File: src/rtl/run_len_pkg.sv
// rtl/run_len_pkg.sv - shared constants, record layout and tracker states for run_len_capture
package run_len_pkg;

    localparam int CNT_W_DEF = 8;
    localparam int DEPTH_DEF = 4;

    // Record layout at the default width; the top builds the same {sat, len} shape at its own CNT_W.
    typedef struct packed {
        logic                 sat;
        logic [CNT_W_DEF-1:0] len;
    } len_rec_t;

    typedef enum logic {
        ST_IDLE = 1'b0,
        ST_RUN  = 1'b1
    } trk_state_e;

    function automatic int rec_width(input int cnt_w);
        return cnt_w + 1;
    endfunction

endpackage

File: src/rtl/run_len_fifo.sv
// rtl/run_len_fifo.sv - synchronous FIFO with separate occupancy counter
module run_len_fifo #(
    parameter int  WIDTH = 9,
    parameter int  DEPTH = 4,
    localparam int PTR_W = $clog2(DEPTH),
    localparam int LVL_W = PTR_W + 1
) (
    input  logic             clk,
    input  logic             rst_n,
    input  logic             push,
    input  logic [WIDTH-1:0] push_data,
    output logic             full,
    input  logic             pop,
    output logic [WIDTH-1:0] pop_data,
    output logic             empty,
    output logic [LVL_W-1:0] level
);

    logic [WIDTH-1:0] mem_q [DEPTH];
    logic [WIDTH-1:0] mem_d [DEPTH];
    logic [PTR_W-1:0] wr_ptr_q, wr_ptr_d;
    logic [PTR_W-1:0] rd_ptr_q, rd_ptr_d;
    logic [LVL_W-1:0] level_q, level_d;
    logic             do_push;
    logic             do_pop;

    assign full     = (level_q == LVL_W'(DEPTH));
    assign empty    = (level_q == '0);
    assign level    = level_q;
    assign pop_data = mem_q[rd_ptr_q];

    // A pop in the same cycle frees the slot, so a push into a full FIFO still lands.
    always_comb begin
        mem_d    = mem_q;
        wr_ptr_d = wr_ptr_q;
        rd_ptr_d = rd_ptr_q;
        level_d  = level_q;
        do_pop   = pop && !empty;
        do_push  = push && (!full || do_pop);
        if (do_push) begin
            mem_d[wr_ptr_q] = push_data;
            wr_ptr_d        = wr_ptr_q + PTR_W'(1);
        end
        if (do_pop) begin
            rd_ptr_d = rd_ptr_q + PTR_W'(1);
        end
        case ({do_push, do_pop})
            2'b10:   level_d = level_q + LVL_W'(1);
            2'b01:   level_d = level_q - LVL_W'(1);
            default: level_d = level_q;
        endcase
    end

    always_ff @(posedge clk or negedge rst_n) begin
        if (!rst_n) begin
            mem_q    <= '{default: '0};
            wr_ptr_q <= '0;
            rd_ptr_q <= '0;
            level_q  <= '0;
        end else begin
            mem_q    <= mem_d;
            wr_ptr_q <= wr_ptr_d;
            rd_ptr_q <= rd_ptr_d;
            level_q  <= level_d;
        end
    end

endmodule

File: src/rtl/run_len_capture.sv
// rtl/run_len_capture.sv - measures r-strobe run lengths and queues one record per f pulse
module run_len_capture
    import run_len_pkg::*;
#(
    parameter int  CNT_W = CNT_W_DEF,
    parameter int  DEPTH = DEPTH_DEF,
    localparam int LVL_W = $clog2(DEPTH) + 1,
    localparam int REC_W = rec_width(CNT_W)
) (
    input  logic             clk,
    input  logic             rst_n,
    input  logic             r,
    input  logic             f,
    output logic             len_valid,
    input  logic             len_ready,
    output logic [CNT_W-1:0] len_data,
    output logic             len_sat,
    output logic             drop,
    output logic [LVL_W-1:0] level
);

    typedef struct packed {
        logic             sat;
        logic [CNT_W-1:0] len;
    } cap_rec_t;

    localparam logic [CNT_W-1:0] CNT_MAX = '1;

    trk_state_e       state_q, state_d;
    logic [CNT_W-1:0] cnt_q, cnt_d;
    logic             sat_q, sat_d;
    logic             drop_q, drop_d;

    logic             push;
    cap_rec_t         push_rec;
    cap_rec_t         head_rec;
    logic             fifo_full;
    logic             fifo_empty;
    logic             pop;

    assign len_valid = !fifo_empty;
    assign pop       = len_valid && len_ready;
    assign len_data  = head_rec.len;
    assign len_sat   = head_rec.sat;
    assign drop      = drop_q;

    // f wins over r: a coincident r extends the closing run instead of opening a new one.
    always_comb begin
        state_d      = state_q;
        cnt_d        = cnt_q;
        sat_d        = sat_q;
        push         = 1'b0;
        push_rec.len = cnt_q;
        push_rec.sat = sat_q;
        if (f) begin
            push = 1'b1;
            if (r) begin
                if (cnt_q == CNT_MAX) begin
                    push_rec.sat = 1'b1;
                end else begin
                    push_rec.len = cnt_q + CNT_W'(1);
                end
            end
            state_d = ST_IDLE;
            cnt_d   = '0;
            sat_d   = 1'b0;
        end else if (r) begin
            case (state_q)
                ST_IDLE: begin
                    state_d = ST_RUN;
                    cnt_d   = CNT_W'(1);
                    sat_d   = 1'b0;
                end
                ST_RUN: begin
                    if (cnt_q == CNT_MAX) begin
                        sat_d = 1'b1;
                    end else begin
                        cnt_d = cnt_q + CNT_W'(1);
                    end
                end
                default: state_d = ST_IDLE;
            endcase
        end
        drop_d = push && fifo_full && !pop;
    end

    always_ff @(posedge clk or negedge rst_n) begin
        if (!rst_n) begin
            state_q <= ST_IDLE;
            cnt_q   <= '0;
            sat_q   <= 1'b0;
            drop_q  <= 1'b0;
        end else begin
            state_q <= state_d;
            cnt_q   <= cnt_d;
            sat_q   <= sat_d;
            drop_q  <= drop_d;
        end
    end

    run_len_fifo #(
        .WIDTH (REC_W),
        .DEPTH (DEPTH)
    ) u_fifo (
        .clk       (clk),
        .rst_n     (rst_n),
        .push      (push),
        .push_data (push_rec),
        .full      (fifo_full),
        .pop       (pop),
        .pop_data  (head_rec),
        .empty     (fifo_empty),
        .level     (level)
    );

endmodule

File: config.mk
export PLATFORM = sky130hd
export DESIGN_NAME = run_len_capture
export DESIGN_NICKNAME = d
export VERILOG_FILES = /design/src/rtl/run_len_pkg.sv /design/src/rtl/run_len_fifo.sv /design/src/rtl/run_len_capture.sv
export SDC_FILE = /design/constraint.sdc
export NUM_CORES = 1
export LEC_CHECK = 0
export CAP_MARGIN = 20
export CORE_UTILIZATION = 40
export CTS_BUF_LIST = sky130_fd_sc_hd__clkbuf_4
export DETAILED_ROUTE_END_ITERATION = 8
export PLACE_DENSITY_LB_ADDON = 0.08
export SLEW_MARGIN = 20
export SYNTH_ARGS = -nofsm -noshare
export SYNTH_HDL_FRONTEND = slang
export SYNTH_SLANG_ARGS = --single-unit
File: constraint.sdc
create_clock -name clk -period 2.1 [get_ports clk]
set_clock_uncertainty 0.15 [all_clocks]
set_input_delay 0.42 -clock clk [delete_from_list [all_inputs] [get_ports clk]]
set_output_delay 0.42 -clock clk [all_outputs]
set_load 0.01 [all_outputs]
After elaboration in Yosys (flattened, before gate mapping):

Cells that the tools add are included.

* reductions and logical operators: 13
* multiplexer cells: 20
* order comparisons: 3
* add/subtract/negate cells: 5
* equality and inequality tests: 4
* bitwise gates (word level): 3

Operators with widths (number)
* $mux W9: 5
* $bwmux W36: 1
* $mux W8: 3
* $bmux W9 S2: 1
* $demux W9 S2: 1
* $pmux W8 S2: 1
* $add A8 B1 Y8 const B: 1
* $eq A8 B8 Y1 const B: 1
* $ge A3 B3 Y1 const B: 2
* $logic_and A1 B1 Y1: 6
* $mux W1: 6
* $not A2 Y3: 2
* $pmux W3 S2: 1
* $add A2 B1 Y2 const B: 2
* $reduce_bool A2 Y1: 2
* $add A3 B1 Y3 const B: 1
* $eq A3 B3 Y1 const B: 1
* $logic_not A1 Y1: 3
* $logic_not A3 Y1: 1
* $lt A3 B1 Y1 const B: 1
* $sub A3 B1 Y3 const B: 1
* $eq A2 B1 Y1 const B: 1
* $eq A2 B2 Y1 const B: 1
* $pmux W1 S2: 1
* other kinds (2): 2

* flip-flop bits (word level): 54

Longest topological paths before layout:

Gate-level depths: netlist of the first run.

* depth in word-level cells: 8
* gate-level depth with buffers: 10
* mapped depth without buffers: 9

Cells and area by module:

A second synthesis of the first run with hierarchy kept.

* cell total of the unflattened synthesis: 213
* area, all modules: 2775.2 µm²

Modules (own cells, without submodules)
* run_len_fifo: times used 1, cells an instance 124, area an instance 1969.4 µm²
* run_len_capture: times used 1, cells an instance 89, area an instance 805.8 µm²

Least setup slack after synthesis of the first run:

OpenSTA, ideal clock, no wires.

* kind: reg-to-reg
* start: register u_fifo.level_q[0] (netlist: u_fifo.level[0])
* end: register u_fifo.level_q[2] (netlist: u_fifo.level[2])
* path buffers: 1
* arrival time: 2058 ps
* data required time: 1871 ps
* setup slack: -187 ps
* cell stages (with the launch flop): 11
* path through: dfrtp_1 nor4b_1 nor2b_1 buf_2 inv_1 ha_1 inv_1 fa_1 xor2_1 nor2_1 xor2_1

* word-level cells in the longest chain between the ends: 8
* elaborated cells between the ends (all ways): 14

Ends and longest elaborated chain
* start, declared: line run_len_fifo.sv:23 `logic [LVL_W-1:0] level_q, level_d;`
* start signal, assigned: line run_len_fifo.sv:64 `level_q <= level_d;`
* $logic_not A3 Y1: line run_len_fifo.sv:28 `assign empty = (level_q == '0);`
* $logic_not A1 Y1: line run_len_fifo.sv:38, run_len_capture.sv:41
* $logic_and A1 B1 Y1: line run_len_capture.sv:42 `assign pop = len_valid && len_ready;`
* $logic_and A1 B1 Y1: line run_len_fifo.sv:38 `do_pop = pop && !empty;`
* $logic_or A1 B1 Y1: line run_len_fifo.sv:39 `do_push = push && (!full || do_pop);`
* $logic_and A1 B1 Y1: line run_len_fifo.sv:39
* $eq A2 B1 Y1 or $eq A2 B2 Y1 (tied branches): line run_len_fifo.sv:47 `case ({do_push, do_pop})`
* $pmux W3 S2 or $reduce_bool A2 Y1 (tied branches)

Parallel ways exist; a longest one is shown, timed or not.
A chain may end at the register's enable or synchronous reset.

Final worst setup path of the first run:

* start: register u_fifo.rd_ptr_q[0]
* end: output len_data[7]

* word-level cells in the longest chain between the ends: 4

Ends and longest elaborated chain
* start, declared: line run_len_fifo.sv:22 `logic [PTR_W-1:0] rd_ptr_q, rd_ptr_d;`
* start signal, assigned: line run_len_fifo.sv:63 `rd_ptr_q <= rd_ptr_d;`
* $not A2 Y3 (implied by the code): line run_len_fifo.sv:30 `assign pop_data = mem_q[rd_ptr_q];`
* $bmux W9 S2: line run_len_fifo.sv:30
* $mux W9 (implied by the code) (2 in series): line run_len_fifo.sv:30
* end, declared: line run_len_capture.sv:16 `output logic [CNT_W-1:0] len_data,`

No other way between the ends. The select of a mux whose other input is x is not followed.

==> flow_summary_export.csv, run 1 <==
group,metric,value,unit
clock_network,cts_sinks,54,
die,io_pins,19,
outcome,status,"finished with violations",
logic_synthesis,postSynthAreaPerCell,12.93,um2
clock_network,cts_root_buf,"clkbuf_4",
critical_path,crit_path_end_kind,"output port",
critical_path,path_buf_inv,2,
finish,fin_nets,271,
die,fp.dieH,85.56,um
grt,antenna_found_initial,0,
hold_path,hp-class,"in -> async",
die,die_area,7320,um2
placed_design,gp_congestion,0.8444,
logic_synthesis,yosysMostFrequentCell,"dfrtp_1",
logic_synthesis,syn_nets,228,
logic_synthesis,yosys.area.top_type_share,0.4839,
power_and_ir_drop,power_density,922.0,nW/um2
clock_network,clock_path_buffers,2,
placed_design,dp_hpwl,4297,um
placed_design,post-place-ws,-0.3770,ns
logic_synthesis,ys_async_sr_fraction,1.000,
logic_synthesis,synthTopCellsByCount,"dfrtp_1, mux2_2, nand2_1",
timing,worst_pin_slew,0.4698,ns
logic_synthesis,ys.flop_type,"dfrtp_1",
logic_synthesis,synth_seq_cells,54,
finish,layout-drive-gt1-share,0.4131,
placed_design,io_buffers,18,
critical_path,cp_max_fo,5,
route,drc,0,
clock_network,cts.htree.levels,2,
grt,gr-total-overflow,0,
route,drt_iter0_markers,90,
logic_synthesis,ys_top_cells_by_area,"dfrtp_1, mux2_2, mux4_2",
critical_path,crit_chain,"buf_6 -> mux4_2 -> buf_6",
finish,syn_to_final_growth,20.48,%
die,start_util,0.4133,
timing,clock.fmax,0.4619,GHz
clock_network,cts_tree,"done",
critical_path,crit_family,"multiplexers",
timing,fin_crit_sh,1.031,
logic_synthesis,yosys_warnings,0,
logic_synthesis,seq_area_frac_synth,0.4839,
route,antenna_left,0,
timing,finalMaxSlewViolations,0,
outcome,violations,"setup timing",
critical_path,crit_top_cell,"buf_6",
timing,setup_ws,-0.06504,ns
logic_synthesis,syn_area,2793,um2
route,drt_pass1_iterations,4,
timing,setup_viol,10,
timing,final.setup.tns,-0.4775,ns
critical_path,start_kind,"flip-flop",
power_and_ir_drop,p_int,2.101,mW
power_and_ir_drop,vdd_drop_max,623.4,uV
clock_network,path_clk_slew,0.15,ns
die,core-area,6756,um2
grt,grt_start_max_net_pins,21,
route,totalWireLength,6112,um
run,max_cap_violations,0,
timing,rsz0062_at_grt,"yes",
finish,fill_cells,590,
finish,multiInputGateArea,1376,um2
logic_synthesis,ys_types,44,
grt,groute.usage.overall,0.1829,
logic_synthesis,syn_inst,216,
power_and_ir_drop,leakagePower,1.592,nW
power_and_ir_drop,seqPwrFrac,0.422,
finish,regArea,1354,um2
logic_synthesis,synth_edf_count,0,
power_and_ir_drop,swShare,0.3227,
clock_network,cts-buffers-inserted,5,
timing,max_slew_margin,0.6868,
die,num_rows,30,
grt,grt_pass1_wl,10120,um
critical_path,critPathArrivalTime,1.60,ns
die,die_w,85.56,um
clock_network,clk_latency,0.37,ns
critical_path,worstSetupPathType,"reg -> out",
grt,grt_pass1_vias,2004,
critical_path,max_stage_delay,0.52,ns
route,wl_per_cell,18.03,um
critical_path,worstPathRequired,1.53,ns
route,vias_per_cell,5.549,
power_and_ir_drop,p_sw,1.001,mW
timing,hold_viol_final,0,
timing,fin_crit,2.165,ns
power_and_ir_drop,pwr-share-comb,0.395,
power_and_ir_drop,p_clk_frac,0.184,
route,num_vias,1881,
critical_path,slowest_stage,"mux4_2",
logic_synthesis,synth_top_cell_by_area,"dfrtp_1",
finish,antenna-diode-count,0,
area by class of cell:
| type | instances | area share |
|---|---|---|
| Timing Repair Buffer | 48 | 0.1272 |
| Clock inverter | 2 | 0.01153 |
| Multi-Input combinational cell | 142 | 0.4091 |
| Clock buffer | 5 | 0.01116 |
| Sequential cell | 54 | 0.4024 |
| Tap cell | 80 | 0.02975 |
| Inverter | 8 | 0.008925 |
layer usage:
layer | vias up | part of all wire | global-route usage
met1 | 949 | 0.44 | 0.2251
li1 | 875 | - | -
met4 | 0 | 0.022 | 0.05909
met5 | - | 0 | 0
met2 | 41 | 0.50 | 0.3215
met3 | 16 | 0.033 | 0.03850
power groups by stage:
| stage | registers, mW | logic (mW) | clock network [mW] |
|---|---|---|---|
| 2_1_floorplan | 1.31 | 0.696 | 0 |
| 3_3_place_gp | 1.32 | 1.11 | 0 |
| 3_5_place_dp | 1.34 | 1.14 | 0 |
| 4_1_cts | 1.30 | 1.31 | 0.597 |
| 5_1_grt | 1.33 | 1.33 | 0.645 |
| 6_report | 1.31 | 1.22 | 0.570 |
registers in the layout, indices dropped and copies added, names as in the netlist:
signal           cells
state_q              1
u_fifo.wr_ptr_q      2
cnt_q                8
u_fifo.rd_ptr_q      2
drop                 1
u_fifo.level         3
sat_q                1
u_fifo.mem_q        36
what timing repair did:
item / CTS / global route
endpoints found under the hold margin: 15 / 0
endpoints found under the setup margin: 11 / 13
pin swaps: 2 / 0
setup buffers: 5 / 0
hold buffers: 1 / 0
gates resized for setup: 45 / 8
gates cloned: 1 / 0
metrics by stage:
stage | utilization | instances | hold slack, ns | area, um2 | power (mW)
after global placement | 0.4804 | 327 | 0.2433 | 3246 | 2.431
after CTS | 0.5011 | 341 | 0.3597 | 3386 | 3.210
final | 0.4980 | 339 | 0.3558 | 3364 | 3.102
after detailed placement | 0.4804 | 327 | 0.2545 | 3246 | 2.484
after global routing | 0.4980 | 339 | 0.3658 | 3364 | 3.304
after floorplan | - | 216 | -0.02559 | 2821 | 2.008
cell families (layout without fill, tap and decap cells):
kind of cell | after synthesis | in the layout | share of synthesized area
compound gates | 30 | 30 | 0.07706
fa+ha+maj | 7 | 7 | 0.03405
xor+xnor | 9 | 9 | 0.03092
buf+inv | 20 | 63 | 0.03584
flops | 54 | 54 | 0.4839
mux | 50 | 50 | 0.2370
simple gates | 46 | 46 | 0.1013
placed cells by master (no fill, tap or decap), types with 2 or more instances in the layout:
cell / Yosys / routed
xnor2_1: 5 / 5
a211oi_1: 5 / 5
dfrtp_1: 54 / 52
and3_1: 3 / 3
ha_1: 6 / 5
buf_12: 0 / 2
nor2b_1: 3 / 2
o31ai_1: 3 / 3
mux2_2: 35 / 35
xor2_1: 3 / 3
dfrtp_2: 0 / 2
mux2_1: 4 / 4
buf_4: 1 / 24
inv_2: 0 / 2
o21ai_0: 2 / 2
mux4_2: 9 / 9
mux2i_1: 2 / 2
nor2_1: 5 / 5
clkdlybuf4s50_1: 0 / 6
and4_1: 2 / 2
o211ai_1: 2 / 2
nand2_1: 10 / 10
inv_1: 8 / 6
a31oi_1: 6 / 6
nand2b_1: 3 / 3
nand3_1: 3 / 3
and2_1: 4 / 3
nand2_4: 4 / 4
or3_1: 2 / 2
a21oi_1: 7 / 7
buf_2: 5 / 5
buf_6: 2 / 8
clkbuf_4: 0 / 5
worst paths after layout:
| check | start | to | slack (ns) | depth (start not counted) |
|---|---|---|---|---|
| min in group clk | u_fifo.mem_q[14] | u_fifo.mem_q[14] | 0.36 | 1 |
| setup reg to reg | u_fifo.level[1] | u_fifo.level[2] | -0.02 | 10 |
| hold / removal | rst_n | cnt_q[5] | 0.36 | 2 |
| setup / recovery | u_fifo.rd_ptr_q[0] | len_data[7] | -0.07 | 3 |
| max in group asynchronous | rst_n | u_fifo.mem_q[18] | 0.92 | 3 |
| hold reg to reg | u_fifo.mem_q[14] | u_fifo.mem_q[14] | 0.36 | 1 |
Note: power is estimated with default switching activity, not from simulation.
==> inputs of run 2 (changes only) <==
- CTS_CLUSTER_DIAMETER: unset -> 30
- GPL_TIMING_DRIVEN: unset -> 0
==> run 2 against run 1 <==
The flow still finishes with violations (setup timing); power grew 0.21%; setup slack got worse by 0.083 ns; sequential share of layout area up 0.28 points; sequential power barely moved; global-route usage shrank 1.3 points; routed wire length decreased by 7.6%; utilization fell by 0.30 points; flip-flop and latch count is the same; via count fell by 5.5%; die area did not move; fmax is 3.7% lower.
==> flow_summary_export.csv, run 2 (same netlist as run 1, synthesis figures left out) <==
group,metric,value,unit
placed_design,dp_hpwl,3824,um
placed_design,io_buffers,18,
power_and_ir_drop,leakagePower,1.544,nW
critical_path,cp_max_fo,5,
finish,final_cell_mix,"dfrtp_1, mux2_2, buf_4",
route,drt_pass1_iterations,4,
clock_network,cts-buffers-inserted,5,
die,die_w,85.56,um
finish,syn_to_final_growth,19.76,%
timing,clock.fmax,0.4447,GHz
finish,finish.instance_area,3344,um2
finish,largest_reg_flops,36,
timing,setup_viol,9,
die,core-area,6756,um2
outcome,violations,"setup timing",
timing,fin_crit_sh,1.071,
finish,fill_cells,640,
grt,grt_start_max_net_pins,34,
clock_network,cts_tree,"done",
timing,worst_pin_slew,0.4620,ns
critical_path,worstSetupPathType,"reg -> out",
clock_network,cts_sinks,54,
finish,antenna-diode-count,0,
timing,hold_viol_final,0,
critical_path,critPathArrivalTime,1.68,ns
clock_network,cts.htree.levels,2,
finish,layout_commonest_cell,"dfrtp_1",
route,drt_iter0_markers,90,
placed_design,placedInstanceArea,3119,um2
timing,rsz0062_at_grt,"yes",
clock_network,path_clk_slew,0.16,ns
die,num_rows,30,
placed_design,gp_congestion,0.7757,
finish,layout-drive-gt1-share,0.3992,
grt,grt_pass1_vias,1862,
die,start_util,0.4133,
die,die_area,7320,um2
grt,gr-total-overflow,0,
critical_path,start_kind,"flip-flop",
route,num_vias,1777,
power_and_ir_drop,power_density,929.5,nW/um2
route,totalWireLength,5648,um
route,wl_per_cell,16.96,um
grt,grt_pass1_wl,9528,um
timing,max_slew_margin,0.6920,
critical_path,crit_path_end_kind,"output port",
run,max_cap_violations,0,
timing,finalMaxSlewViolations,0,
power_and_ir_drop,vdd_drop_max,549.6,uV
outcome,status,"finished with violations",
route,antenna_left,0,
finish,regMostFlops,"u_fifo.mem_q",
critical_path,worstPathRequired,1.53,ns
grt,groute.usage.overall,0.1699,
route,drc,0,
finish,fin_nets,264,
timing,setup_ws,-0.1485,ns
clock_network,clk_latency,0.36,ns
timing,hold_slack,0.3053,ns
hold_path,hp-class,"in -> async",
timing,fin_crit,2.248,ns
grt,antenna_found_initial,0,
route,vias_per_cell,5.336,
clock_network,clock_path_buffers,2,
die,fp.dieH,85.56,um
clock_network,cts_root_buf,"clkbuf_4",
die,io_pins,19,
==> run 2: where the power goes <==
part | internal (mW) | switching, mW
Combinational | 0.672 | 0.500
Clock | 0.265 | 0.328
Sequential | 1.20 | 0.146
==> run 2: cell type report <==
class / count / area (um2) / share of cell area
multi-input combinational: 142 / 1393 / 0.4164
sequential: 54 / 1355 / 0.4052
timing repair buffer: 31 / 305.3 / 0.09128
tap: 80 / 100.1 / 0.02993
buffer: 10 / 76.32 / 0.02282
clock buffer: 6 / 45.04 / 0.01347
clock inverter: 2 / 37.54 / 0.01122
inverter: 8 / 32.53 / 0.009727
==> run 2: repair_timing <==
item | CTS | global route
pin swaps | 2 | 5
hold buffers | 1 | 0
gates resized for setup | 54 | 8
endpoints found under the hold margin | 21 | 0
cloned | 1 | 0
setup buffers | 6 | 4
endpoints found under the setup margin | 21 | 15
==> run 2: worst paths after layout <==
kind	start	to	slack [ns]	cells past startpoint
setup / recovery	u_fifo.rd_ptr_q[0]	len_data[6]	-0.15	4
hold / removal	rst_n	u_fifo.mem_q[31]	0.31	2
setup reg to reg	u_fifo.level[0]	u_fifo.level[2]	-0.04	9
hold reg to reg	u_fifo.mem_q[14]	u_fifo.mem_q[14]	0.35	1
max in group asynchronous	rst_n	u_fifo.rd_ptr_q[1]	1.00	3
min in group clk	u_fifo.mem_q[14]	u_fifo.mem_q[14]	0.35	1
==> run 2: layer usage <==
layer  wire length (um)  track usage  up-vias
met5                  0            0        -
met4                 50      0.04091        0
met3                105      0.02599        4
met2               2706       0.2865       17
met1               2786       0.2323      899
li1                   -            -      857
==> run 2: worst max-delay path, cell delays in order, from the launching register on <==
cell and delay, ns:
dfrtp_1 0.40, buf_6 0.13, buf_12 0.12, mux4_2 0.52, buf_6 0.14
==> run 2: per-stage QoR <==
stage               total power, mW  setup TNS, ns  std cells  utilization  setup slack, ns
global route                  3.322         -1.851        333       0.4950          -0.2351
global placement              2.338         -81.35        314       0.4591           -1.547
finish                        3.109         -1.010        333       0.4950          -0.1485
detailed placement            2.360         -8.942        315       0.4617          -0.6063
floorplan                     2.008       -0.01334        216            -         -0.01334
CTS                           3.139         -1.254        330       0.4867          -0.1740
